## config.mk

```make
export PLATFORM = sky130hd
export DESIGN_NAME = serial_adder_flat
export DESIGN_NICKNAME = d
export VERILOG_FILES = /design/src/rtl/serial_adder_if.sv /design/src/rtl/serial_adder.sv /design/src/flat_wrapper.sv
export SDC_FILE = /design/constraint.sdc
export NUM_CORES = 1
export LEC_CHECK = 0
export BUFFER_PORTS_ARGS = -buffer_cell sky130_fd_sc_hd__buf_2
export CORE_UTILIZATION = 50
export DETAILED_ROUTE_END_ITERATION = 7
export GPL_ROUTABILITY_DRIVEN = 0
export PLACE_DENSITY_LB_ADDON = 0.25
export SETUP_SLACK_MARGIN = 0.05
export SLEW_MARGIN = 20
export SYNTH_ARGS = -nofsm -noshare
export SYNTH_HDL_FRONTEND = slang
export SYNTH_SLANG_ARGS = --single-unit
```

## constraint.sdc

```tcl
create_clock -name clk -period 1.6 [get_ports clk]
set_input_delay 0.32 -clock clk [delete_from_list [all_inputs] [get_ports clk]]
set_output_delay 0.32 -clock clk [all_outputs]
set_load 0.01 [all_outputs]
```

## src/rtl/serial_adder_if.sv

```systemverilog
// rtl/serial_adder_if.sv - request/result bundle between a serial_adder and its client
interface serial_adder_if #(
    parameter int WIDTH = 8
);
    logic             start;
    logic [WIDTH-1:0] A;
    logic [WIDTH-1:0] B;
    logic             Cin;
    logic             busy;
    logic             done;
    logic [WIDTH-1:0] S;
    logic             Cout;

    modport master (
        output start, A, B, Cin,
        input  busy, done, S, Cout
    );

    modport slave (
        input  start, A, B, Cin,
        output busy, done, S, Cout
    );
endinterface

```

## src/rtl/serial_adder.sv

```systemverilog
// rtl/serial_adder.sv - bit-serial adder, one full-adder cell plus carry flop, LSB first
module serial_adder #(
    parameter int WIDTH = 8
) (
    input  logic          clk,
    input  logic          rst_n,
    serial_adder_if.slave bus
);
    localparam int CW = (WIDTH > 1) ? $clog2(WIDTH) : 1;
    localparam logic [CW-1:0] LAST = CW'(WIDTH - 1);

    typedef enum logic [1:0] {
        IDLE  = 2'd0,
        SHIFT = 2'd1,
        DONE  = 2'd2
    } state_t;

    state_t           state;
    logic [WIDTH-1:0] a_sh;
    logic [WIDTH-1:0] b_sh;
    logic             carry;
    logic [CW-1:0]    cnt;
    logic             fa_s;
    logic             fa_c;

    // The single full-adder cell shared by every bit position.
    always_comb begin
        fa_s = a_sh[0] ^ b_sh[0] ^ carry;
        fa_c = (a_sh[0] & b_sh[0]) | (carry & (a_sh[0] ^ b_sh[0]));
    end

    always_ff @(posedge clk or negedge rst_n) begin
        if (!rst_n) begin
            state    <= IDLE;
            a_sh     <= '0;
            b_sh     <= '0;
            carry    <= 1'b0;
            cnt      <= '0;
            bus.S    <= '0;
            bus.Cout <= 1'b0;
            bus.busy <= 1'b0;
            bus.done <= 1'b0;
        end else begin
            case (state)
                IDLE: begin
                    bus.done <= 1'b0;
                    if (bus.start) begin
                        a_sh     <= bus.A;
                        b_sh     <= bus.B;
                        carry    <= bus.Cin;
                        cnt      <= '0;
                        bus.S    <= '0;
                        bus.busy <= 1'b1;
                        state    <= SHIFT;
                    end
                end
                SHIFT: begin
                    // Sum bits enter at the MSB so bit 0 lands at S[0] after WIDTH shifts.
                    bus.S <= {fa_s, bus.S[WIDTH-1:1]};
                    a_sh  <= a_sh >> 1;
                    b_sh  <= b_sh >> 1;
                    carry <= fa_c;
                    cnt   <= cnt + 1'b1;
                    if (cnt == LAST) begin
                        bus.Cout <= fa_c;
                        bus.done <= 1'b1;
                        state    <= DONE;
                    end
                end
                DONE: begin
                    bus.done <= 1'b0;
                    bus.busy <= 1'b0;
                    state    <= IDLE;
                end
                default: begin
                    bus.done <= 1'b0;
                    bus.busy <= 1'b0;
                    state    <= IDLE;
                end
            endcase
        end
    end
endmodule

```

## src/flat_wrapper.sv

```systemverilog
// flat-port wrapper written by rule: the top's interface ports become plain ports
module serial_adder_flat 
#(
    parameter int WIDTH = 8
)
  (clk, rst_n, bus_start, bus_A, bus_B, bus_Cin, bus_busy, bus_done, bus_S, bus_Cout);
  serial_adder_if #(.WIDTH(WIDTH)) bus_i ();
  input  logic clk;
  input  logic rst_n;
  input wire logic [$bits(bus_i.start)-1:0] bus_start;
  input wire logic [$bits(bus_i.A)-1:0] bus_A;
  input wire logic [$bits(bus_i.B)-1:0] bus_B;
  input wire logic [$bits(bus_i.Cin)-1:0] bus_Cin;
  output wire logic [$bits(bus_i.busy)-1:0] bus_busy;
  output wire logic [$bits(bus_i.done)-1:0] bus_done;
  output wire logic [$bits(bus_i.S)-1:0] bus_S;
  output wire logic [$bits(bus_i.Cout)-1:0] bus_Cout;
  assign bus_i.start = bus_start;
  assign bus_i.A = bus_A;
  assign bus_i.B = bus_B;
  assign bus_i.Cin = bus_Cin;
  assign bus_busy = bus_i.busy;
  assign bus_done = bus_i.done;
  assign bus_S = bus_i.S;
  assign bus_Cout = bus_i.Cout;
  serial_adder #(.WIDTH(WIDTH)) u_core (.clk(clk), .rst_n(rst_n), .bus(bus_i));
endmodule
```

==> results.yml <==
outcome:
  status: "completed"
worst_setup_path:
  endpoint_kind: "register"
  crit_buf_inv: 1
  r2r-end: "u_core.carry"
  crit_arrival_ps: 1550
  crit_type: "register to register"
  start_kind: "register"
  ff2ff_setup_slack_ps: 240
  path_max_fanout: 18
  crit_slowest_cell: "nor2b_2"
  ff2ff_path_depth: 3
  crit_chain: "buf_4, nor2b_2, a221oi_1"
  slowest_delay_ps: 440
  critPathTopFamily: "simple AND/OR/NAND/NOR gates"
  r2r_start: "u_core.state[1]"
  crit_required_ps: 1790
finish:
  diodes: 0
  layout-area-overhead-vs-synth_pct: 17.0
  fin_cells: 214
  fin_area_sq_um: 1960
  drive_above_1_share: 0.406
  final_nets: 192
timing:
  holdWs_ps: 199
  relSlewSlack: 0.664
  setup_tns_ps: 0
  worst_pin_slew_ps: 502
  setup_viol: 0
  hold_violations: 0
  worst_clock_skew_ps: 12.2
  rsz0062_at_grt: "no"
  slew_viol_final: 0
  post-route-min-period_ps: 1360
  fmax_mhz: 734
  post-route-period-util: 0.852
drt:
  post_drt_wl_per_cell_um: 14.3
  vias: 1189
  antenna_left: 0
  drtIter0Drc: 38
  routed_via_density: 5.56
  routed_wl_um: 3060
  drc: 0
  firstDrtPassIters: 4
synthesis:
  ys.flop_type: "dfrtp_1"
  ys_seq_area_frac: 0.492
  yosysWarnings: 0
  synth_edf_count: 0
  synth_cells: 134
  yosys.area.top_type: "dfrtp_1"
  post_synth_mux_area_share: 0.0127
  synth.top_cell.area_share: 0.492
  synth-simple-area-share: 0.196
  synth-compound-area-share: 0.182
  synthTopCellsByArea: "dfrtp_1 49%, nor4b_2 8.0%, a211oi_2 7.5%"
  yosysUniqueCellTypes: 24
  synth_most_common_cell: "dfrtp_1"
  syn_nets: 157
  yosys-top-cells-count: "33 x dfrtp_1, 19 x inv_1, 15 x nor3b_1, 12 x a22o_1, 10 x a211oi_2"
  syn_area_sq_um: 1680
  synth_xor_area_frac: 0
  syn_area_per_cell_sq_um: 12.5
  synthArstFlopShare: 1.00
  synth_top_family_by_area: "simple AND/OR/NAND/NOR gates"
  synth_fa_ha_area_frac: 0.0268
  synth-seq-cells: 33
pwr:
  power_w: 0.00360
  p_int_w: 0.00228
  power_frac_seq: 0.398
  sw_frac_of_total: 0.365
  p_leak_nw: 0.924
  peakVddDrop_mv: 0.863
  clkPwrFrac: 0.176
  power_density_nw_per_um2: 1830
  p_comb_frac: 0.425
  switching_power_w: 0.00131
clock_network:
  post_cts_buffers: 0
  htree_num_levels: 2
  cts.sinks: 33
  insertion_delay_ps: 340
  clk_path_buf_depth: 2
  cts_root_buf: "clkbuf_4"
  numCtsBuffers: 5
  clk_pin_slew_ps: 100
  cts_tree: "done"
placed_design:
  dp_cells: 205
  hpwlAfterDp_um: 2190
  dpl_cell_area_sq_um: 1870
  io_buffers: 30
die:
  initial_core_util: 0.537
  coreArea_sq_um: 3130
  die_w_um: 60.0
  pin_count: 31
  die_area_sq_um: 3590
  dieHeight_um: 60.0
  placementRows: 20
worst_hold_path:
  worstHoldStart: "bus_A[7]"
  min_path_type: "input port to register"
  whs_endpoint: "u_core.a_sh[7]"
  hold_depth: 2
grt:
  first_global_vias: 1098
  grt_max_degree: 34
  antenna_found_initial: 0
  track_usage: 0.191
  grt_pass1_wl_um: 4940
  grt_overflow: 0
flow_run:
  cap_violations: 0
==> layout make-up <==
class | instances | area (sq um)
Inverter | 19 | 71.3
Fill cell | 256 | 1160
Clock inverter | 3 | 46.3
Clock buffer | 5 | 37.5
Sequential cell | 33 | 826
Timing Repair Buffer | 40 | 228
Multi-Input combinational cell | 70 | 701
Tap cell | 44 | 55.1
==> worst max path at each step <==
stage	from	to	slack (ps)	cells past startpoint
3_5_place_dp	u_core.state[1]	u_core.carry	260	3
4_1_cts	u_core.state[1]	u_core.carry	240	3
2_1_floorplan	u_core.carry	u_core.bus.S[7]	390	4
3_3_place_gp	u_core.state[1]	u_core.carry	320	3
6_report	u_core.state[1]	u_core.carry	240	3
5_1_grt	u_core.state[1]	u_core.carry	170	3
==> what timing repair did <==
item | 4_1_cts | 5_1_grt
resized for setup | 0 | 0
hold buffers | 1 | 0
endpoints found under the hold margin | 27 | 0
endpoints found under the setup margin | 0 | 0
==> per-stage QoR <==
step,utilization,worst slack [ps]
finish,0.628,237
floorplan,-,386
global route,0.628,170
detailed placement,0.598,257
global placement,0.598,317
CTS,0.628,240
==> power groups by stage <==
stage | Combinational, W | Clock, W | Sequential (W)
after floorplan | 0.00116 | 0 | 0.00144
after global placement | 0.00148 | 0 | 0.00143
after detailed placement | 0.00155 | 0 | 0.00145
after CTS | 0.00155 | 0.000654 | 0.00144
after global routing | 0.00170 | 0.000681 | 0.00148
final | 0.00153 | 0.000635 | 0.00143
==> placed cells by master, fill, tap and decap left out <==
master / count
bufinv_16: 1
clkinvlp_4: 1
a21oi_1: 2
o21a_1: 1
nor3b_1: 15
o21bai_4: 1
dlygate4sd3_1: 1
nand3b_1: 1
nor2b_2: 1
a211oi_2: 10
buf_2: 30
nor4b_1: 6
mux2_2: 1
a22o_1: 12
dfrtp_1: 33
mux2i_1: 1
a221oi_1: 1
buf_4: 9
clkinv_4: 1
nand2b_1: 2
fa_1: 1
nor4b_2: 9
inv_1: 19
a211oi_1: 4
clkbuf_4: 5
ha_1: 2
==> registers in the layout (all words and copies together) (netlist names) <==
| name | flops |
|---|---|
| u_core.bus.done | 1 |
| u_core.bus.S | 8 |
| u_core.bus.busy | 1 |
| u_core.cnt | 3 |
| u_core.state | 2 |
| u_core.carry | 1 |
| u_core.bus.Cout | 1 |
| u_core.a_sh | 8 |
| u_core.b_sh | 8 |
==> metal layers <==
metal	share of wire	GRT usage
met1	0.45	0.245
met2	0.48	0.306
met3	0.058	0.0476
met4	0.012	0.0797
met5	0	0
==> worst reg2reg max path: stages, from the launching register on <==
cell,delay (ps)
dfrtp_1,410
buf_4,210
nor2b_2,440
a221oi_1,180
==> logic make-up after synthesis <==
group,count (synthesis)
compound gates,31
fa+ha+maj,3
buf+inv,31
flops,33
mux,2
simple gates,34
Note: power is estimated with default switching activity, not from simulation.
